$ cat config.mk
export PLATFORM = sky130hd
export DESIGN_NAME = multi_cycle_ctrl
export DESIGN_NICKNAME = d
export VERILOG_FILES = /design/src/rtl/multi_cycle_ctrl.sv
export SDC_FILE = /design/constraint.sdc
export NUM_CORES = 1
export LEC_CHECK = 0
export BUFFER_PORTS_ARGS = -buffer_cell sky130_fd_sc_hd__clkbuf_2
export CAP_MARGIN = 20
export CORE_MARGIN = 8
export CORE_UTILIZATION = 53
export CTS_BUF_LIST = sky130_fd_sc_hd__clkbuf_4 sky130_fd_sc_hd__clkbuf_8
export CTS_CLUSTER_DIAMETER = 80
export CTS_CLUSTER_SIZE = 16
export DETAILED_ROUTE_END_ITERATION = 10
export PLACE_DENSITY = 0.89
export SLEW_MARGIN = 20
export SYNTH_ARGS = -nofsm -noshare
export SYNTH_HDL_FRONTEND = slang
export SYNTH_SLANG_ARGS = --single-unit
$ cat constraint.sdc
create_clock -name clk_i -period 1.6 [get_ports clk_i]
set_input_delay 0.08 -clock clk_i [delete_from_list [all_inputs] [get_ports clk_i]]
set_output_delay 0.08 -clock clk_i [all_outputs]
set_load 0.01 [all_outputs]
$ cat src/rtl/multi_cycle_ctrl.sv
// Multi-cycle MIPS-subset main control FSM.
// Sequences shared memory, ALU and write enables; counts retired instructions.
module multi_cycle_ctrl #(
  parameter int CNT_W    = 16,
  parameter bit ILL_TRAP = 1'b0
) (
  input  logic             clk_i,
  input  logic             rst_i,
  input  logic [5:0]       instr_op_i,
  input  logic             mem_ready_i,
  output logic             PCWrite_o,
  output logic             PCWriteCond_o,
  output logic             IorD_o,
  output logic             MemRead_o,
  output logic             MemWrite_o,
  output logic             IRWrite_o,
  output logic             MemtoReg_o,
  output logic             RegDst_o,
  output logic             RegWrite_o,
  output logic             ALUSrcA_o,
  output logic [1:0]       ALUSrcB_o,
  output logic [2:0]       ALU_op_o,
  output logic [1:0]       PCSource_o,
  output logic [3:0]       state_o,
  output logic             illegal_o,
  output logic [CNT_W-1:0] retired_o
);

  localparam logic [5:0] OP_R    = 6'h00;
  localparam logic [5:0] OP_J    = 6'h02;
  localparam logic [5:0] OP_BEQ  = 6'h04;
  localparam logic [5:0] OP_ADDI = 6'h08;
  localparam logic [5:0] OP_SLTI = 6'h0A;
  localparam logic [5:0] OP_LW   = 6'h23;
  localparam logic [5:0] OP_SW   = 6'h2B;

  typedef enum logic [3:0] {
    S_FETCH    = 4'd0,
    S_DECODE   = 4'd1,
    S_MEM_ADDR = 4'd2,
    S_MEM_RD   = 4'd3,
    S_MEM_WB   = 4'd4,
    S_MEM_WR   = 4'd5,
    S_R_EXEC   = 4'd6,
    S_R_WB     = 4'd7,
    S_BRANCH   = 4'd8,
    S_JUMP     = 4'd9,
    S_I_EXEC   = 4'd10,
    S_I_WB     = 4'd11,
    S_ILLEGAL  = 4'd12
  } state_t;

  state_t           state;
  state_t           nxt;
  logic [5:0]       op_q;
  logic             ill_first;
  logic             retire;
  logic [CNT_W-1:0] cnt;
  logic [2:0]       i_alu_op;

  always_ff @(posedge clk_i or posedge rst_i) begin
    if (rst_i) begin
      state     <= S_FETCH;
      op_q      <= 6'h00;
      ill_first <= 1'b0;
      cnt       <= '0;
    end else begin
      state     <= nxt;
      if (state == S_DECODE)
        op_q <= instr_op_i;
      ill_first <= (state == S_DECODE) && (nxt == S_ILLEGAL);
      if (retire)
        cnt <= cnt + 1'b1;
    end
  end

  always_comb begin
    nxt    = state;
    retire = 1'b0;
    case (state)
      S_FETCH: begin
        if (mem_ready_i)
          nxt = S_DECODE;
      end
      S_DECODE: begin
        case (instr_op_i)
          OP_R:           nxt = S_R_EXEC;
          OP_LW, OP_SW:   nxt = S_MEM_ADDR;
          OP_BEQ:         nxt = S_BRANCH;
          OP_J:           nxt = S_JUMP;
          OP_ADDI,
          OP_SLTI:        nxt = S_I_EXEC;
          default:        nxt = S_ILLEGAL;
        endcase
      end
      S_MEM_ADDR: begin
        nxt = (op_q == OP_LW) ? S_MEM_RD : S_MEM_WR;
      end
      S_MEM_RD: begin
        if (mem_ready_i)
          nxt = S_MEM_WB;
      end
      S_MEM_WR: begin
        if (mem_ready_i) begin
          nxt    = S_FETCH;
          retire = 1'b1;
        end
      end
      S_R_EXEC: nxt = S_R_WB;
      S_I_EXEC: nxt = S_I_WB;
      S_MEM_WB, S_R_WB, S_I_WB,
      S_BRANCH, S_JUMP: begin
        nxt    = S_FETCH;
        retire = 1'b1;
      end
      S_ILLEGAL: begin
        nxt = ILL_TRAP ? S_ILLEGAL : S_FETCH;
      end
      default: nxt = S_FETCH;
    endcase
  end

  // slti selects set-less-than; held into write-back
  assign i_alu_op = (op_q == OP_SLTI) ? 3'b011 : 3'b000;

  always_comb begin
    PCWrite_o     = 1'b0;
    PCWriteCond_o = 1'b0;
    IorD_o        = 1'b0;
    MemRead_o     = 1'b0;
    MemWrite_o    = 1'b0;
    IRWrite_o     = 1'b0;
    MemtoReg_o    = 1'b0;
    RegDst_o      = 1'b0;
    RegWrite_o    = 1'b0;
    ALUSrcA_o     = 1'b0;
    ALUSrcB_o     = 2'b00;
    ALU_op_o      = 3'b000;
    PCSource_o    = 2'b00;
    illegal_o     = 1'b0;
    if (!rst_i) begin
      case (state)
        S_FETCH: begin
          MemRead_o = 1'b1;
          ALUSrcB_o = 2'b01;
          IRWrite_o = mem_ready_i;
          PCWrite_o = mem_ready_i;
        end
        S_DECODE: begin
          ALUSrcB_o = 2'b11;
        end
        S_MEM_ADDR: begin
          ALUSrcA_o = 1'b1;
          ALUSrcB_o = 2'b10;
        end
        S_MEM_RD: begin
          MemRead_o = 1'b1;
          IorD_o    = 1'b1;
        end
        S_MEM_WB: begin
          RegWrite_o = 1'b1;
          MemtoReg_o = 1'b1;
        end
        S_MEM_WR: begin
          MemWrite_o = 1'b1;
          IorD_o     = 1'b1;
        end
        S_R_EXEC: begin
          ALUSrcA_o = 1'b1;
          ALU_op_o  = 3'b010;
        end
        S_R_WB: begin
          RegWrite_o = 1'b1;
          RegDst_o   = 1'b1;
        end
        S_I_EXEC: begin
          ALUSrcA_o = 1'b1;
          ALUSrcB_o = 2'b10;
          ALU_op_o  = i_alu_op;
        end
        S_I_WB: begin
          RegWrite_o = 1'b1;
          ALU_op_o   = i_alu_op;
        end
        S_BRANCH: begin
          ALUSrcA_o     = 1'b1;
          ALU_op_o      = 3'b001;
          PCWriteCond_o = 1'b1;
          PCSource_o    = 2'b01;
        end
        S_JUMP: begin
          PCWrite_o  = 1'b1;
          PCSource_o = 2'b10;
        end
        S_ILLEGAL: begin
          illegal_o = ill_first;
        end
        default: ;
      endcase
    end
  end

  assign state_o   = state;
  assign retired_o = cnt;

endmodule

==> impl_metrics.py <==
metrics = {
    "status": {
        "result_of_the_run": "finished with violations",
        "violations": "negative setup slack",
    },
    "run": {
        "cap_viol_max_count": 0,
    },
    "sta": {
        "fin_worst_hold_slack_ns": 0.0117,
        "timing.final.max_slew_violations": 0,
        "post-route-min-period_ns": 1.68,
        "timing.final.crit_share_pct": 105,
        "unrepaired_setup_endpoints_after_global_routing": "true",
        "final.setup_skew_ns": 0.00744,
        "setup_viol": 8,
        "timing.final.ws_setup_ns": -0.0849,
        "fmaxAchievable_ghz": 0.594,
        "finalHoldViolCount": 0,
    },
    "critical_path": {
        "kind_of_start_point_of_the_critical_path": "flip-flop",
        "critical_path.max_fanout": 8,
        "cp.required_ns": 1.52,
        "timing.critical_path.arrival_ns": 1.60,
        "worst-setup-path-type": "reg -> out",
        "worstSetupEndpointType": "output pin",
    },
    "global_routing": {
        "grt_first_pass_wirelength_mm": 6.74,
        "initial_antenna_violation_count": 0,
        "global_route.usage.total_pct": 16.3,
        "vias_in_the_first_global_route": 1515,
        "total_grt_overflow": 0,
        "grt_start_max_net_pins": 28,
    },
    "power_and_ir_drop": {
        "total_power_per_unit_cell_area_nw_per_um2": 1460,
        "vdd.ir_drop.worst_mv": 0.788,
        "total_power_mw": 3.21,
        "power.leakage_nw": 1.06,
    },
    "logic_synthesis": {
        "synth_edf_count": 0,
        "synthesis.instances": 174,
        "netlist.area_leader.share_pct": 42.3,
        "postSynthAreaPerCell_um2": 9.19,
        "synth_top_cells_by_count": "sky130_fd_sc_hd__dfrtp_1 (27), sky130_fd_sc_hd__nand2_1 (16), sky130_fd_sc_hd__nor2_1 (14), sky130_fd_sc_hd__xnor2_1 (12)",
        "async_flop_share_pct": 100,
        "synth_most_common_cell": "sky130_fd_sc_hd__dfrtp_1",
        "yosys_warnings": 0,
        "netlist_top_cells_area": "sky130_fd_sc_hd__dfrtp_1 (42%), sky130_fd_sc_hd__xnor2_1 (6.6%), sky130_fd_sc_hd__nand2_1 (3.8%)",
        "synth_nets": 184,
        "ys_types": 45,
        "ys_seq_area_share_pct": 42.3,
        "synthFlopType": "sky130_fd_sc_hd__dfrtp_1",
        "syn-cell-area_um2": 1600,
        "ys_ff_latch": 27,
        "post-synth-top-area-cell": "sky130_fd_sc_hd__dfrtp_1",
    },
    "cts": {
        "cts_made_buffers": 3,
        "clkTransAtPathRegs_ns": 0.15,
        "clock_sinks": 27,
        "tritoncts": "done",
        "ctsRootBufferMaster": "sky130_fd_sc_hd__clkbuf_4",
        "ctsLongestPathBuffers": 2,
        "clk_latency_ns": 0.33,
        "htreeDepth": 1,
    },
    "placement": {
        "post_dp_cell_area_um2": 1900,
        "placed_cells_incl_taps": 253,
        "detailedPlacementHpwl_mm": 2.87,
        "gp_routability_congestion": 0.851,
        "port-buffer-count": 45,
    },
    "drt": {
        "post-route-drc-count": 0,
        "route.final.wire_length_mm": 4.54,
        "detail_route.vias_per_cell": 5.87,
        "first_iter_violations": 107,
        "dr.pass1.iters": 4,
        "drtAntennaViolNets": 0,
        "num_vias": 1556,
        "routedWlPerCell_um": 17.1,
    },
    "final_layout": {
        "fin_area_um2": 2200,
        "final-instance-count-excl-fill": 265,
        "drive_gt1_share_pct": 42.7,
        "final_net_count": 243,
        "num_antenna_cells": 0,
        "flow.area_growth_from_synthesis_pct": 37.4,
    },
    "floorplanning": {
        "start_util_pct": 54.2,
        "area_enclosed_by_the_die_boundary_um2": 5030,
        "chipWidth_um": 70.9,
        "num_io_pins": 47,
        "die_h_um": 70.9,
        "fp-row-count": 20,
        "core_ar_um2": 2950,
    },
    "worst_hold_path": {
        "hp-class": "in -> reg",
    },
}
-- final cells by class --
cell class                      count  area (um^2)
Inverter                            5         21.3
Timing Repair Buffer               66          445
Sequential cell                    27          676
Tap cell                           33         41.3
Multi-Input combinational cell    130          983
Clock inverter                      1         7.51
Clock buffer                        3         22.5
Fill cell                         214          756
-- what timing repair did --
| item | 4_1_cts | 5_1_grt |
|---|---|---|
| pin swaps | 8 | 13 |
| resized for setup | 19 | 39 |
| hold buffers | 1 | 0 |
| endpoints found under the hold margin | 27 | 0 |
| setup endpoints to repair | 12 | 30 |
| buffers inserted | 6 | 1 |
-- metrics by stage --
stage | setup slack (ns) | TNS (ns) | util (%)
6_report | -0.0849 | -0.256 | 74.4
5_1_grt | -0.162 | -1.47 | 74.4
4_1_cts | -0.0344 | -0.138 | 69.8
3_5_place_dp | 0.0785 | 0 | 64.4
3_3_place_gp | 0.166 | 0 | 64.4
2_1_floorplan | 0.0945 | 0 | -
-- critical path, stage by stage (launching register included) --
cell                      delay, ns
sky130_fd_sc_hd__dfrtp_1       0.44
sky130_fd_sc_hd__buf_6         0.17
sky130_fd_sc_hd__buf_8         0.14
sky130_fd_sc_hd__nor2_4        0.04
sky130_fd_sc_hd__and3_4        0.16
sky130_fd_sc_hd__or2_1         0.19
sky130_fd_sc_hd__buf_2         0.14
-- worst paths after layout --
kind | startpoint | endpoint | slack [ns] | cells past startpoint
worst max register to register | state_o[2] | op_q[4] | 0.03 | 4
worst max-delay path | state_o[0] | PCWrite_o | -0.08 | 6
worst min-delay path | instr_op_i[4] | op_q[4] | 0.01 | 2
min in group asynchronous | rst_i | retired_o[2] | 0.56 | 4
max in group asynchronous | rst_i | op_q[4] | 0.78 | 4
worst min register to register | retired_o[15] | retired_o[15] | 0.49 | 1
-- cells by family after synthesis --
logic type / count (synthesis) / synth area share, %
compound gates: 20 / 7.90
xor+xnor: 17 / 9.31
fa+ha+maj: 1 / 0.782
buf+inv: 17 / 5.01
flops: 27 / 42.3
mux: 5 / 3.52
other cells: 1 / 0.235
simple gates: 86 / 31.0
-- sequential cells by signal, indices dropped and copies added, names as in the netlist --
register / cells
ill_first: 1
retired_o: 16
state_o: 4
op_q: 6
-- where the power goes --
group	switching, mW	internal [mW]	total, mW	leakage [nW]
sequential	0.206	0.874	1.08	0.353
combinational	0.985	0.840	1.83	0.698
clock	0.212	0.0957	0.307	0.0139
total	1.40	1.81	3.21	1.06
-- layout by cell type (no fill, tap or decap), drive strengths merged, types with 2 or more instances in the layout --
master | Yosys | layout
or2 | 2 | 2
and4 | 2 | 2
nor2 | 15 | 15
nand2 | 16 | 16
mux2 | 5 | 5
inv | 5 | 5
nand3b | 2 | 2
nand2b | 2 | 2
and3 | 8 | 8
nor3b | 2 | 2
a41oi | 2 | 2
dfrtp | 27 | 27
nand3 | 7 | 7
nor4 | 5 | 5
o21ai | 8 | 8
xnor2 | 12 | 12
nor3 | 6 | 6
a21oi | 4 | 4
nand4 | 9 | 9
xor2 | 5 | 5
clkbuf | 4 | 36
nor2b | 2 | 2
buf | 8 | 32
-- layer usage --
metal	share of wire (%)	global-route usage, %	routed length (um)	up-vias
li1	-	-	-	732
met1	41	17.2	1850	758
met2	51	28.5	2330	56
met3	5.8	5.08	262	10
met4	2.2	8.31	98	0
met5	0	0	0	-
Power figures use the tool's default switching activity.
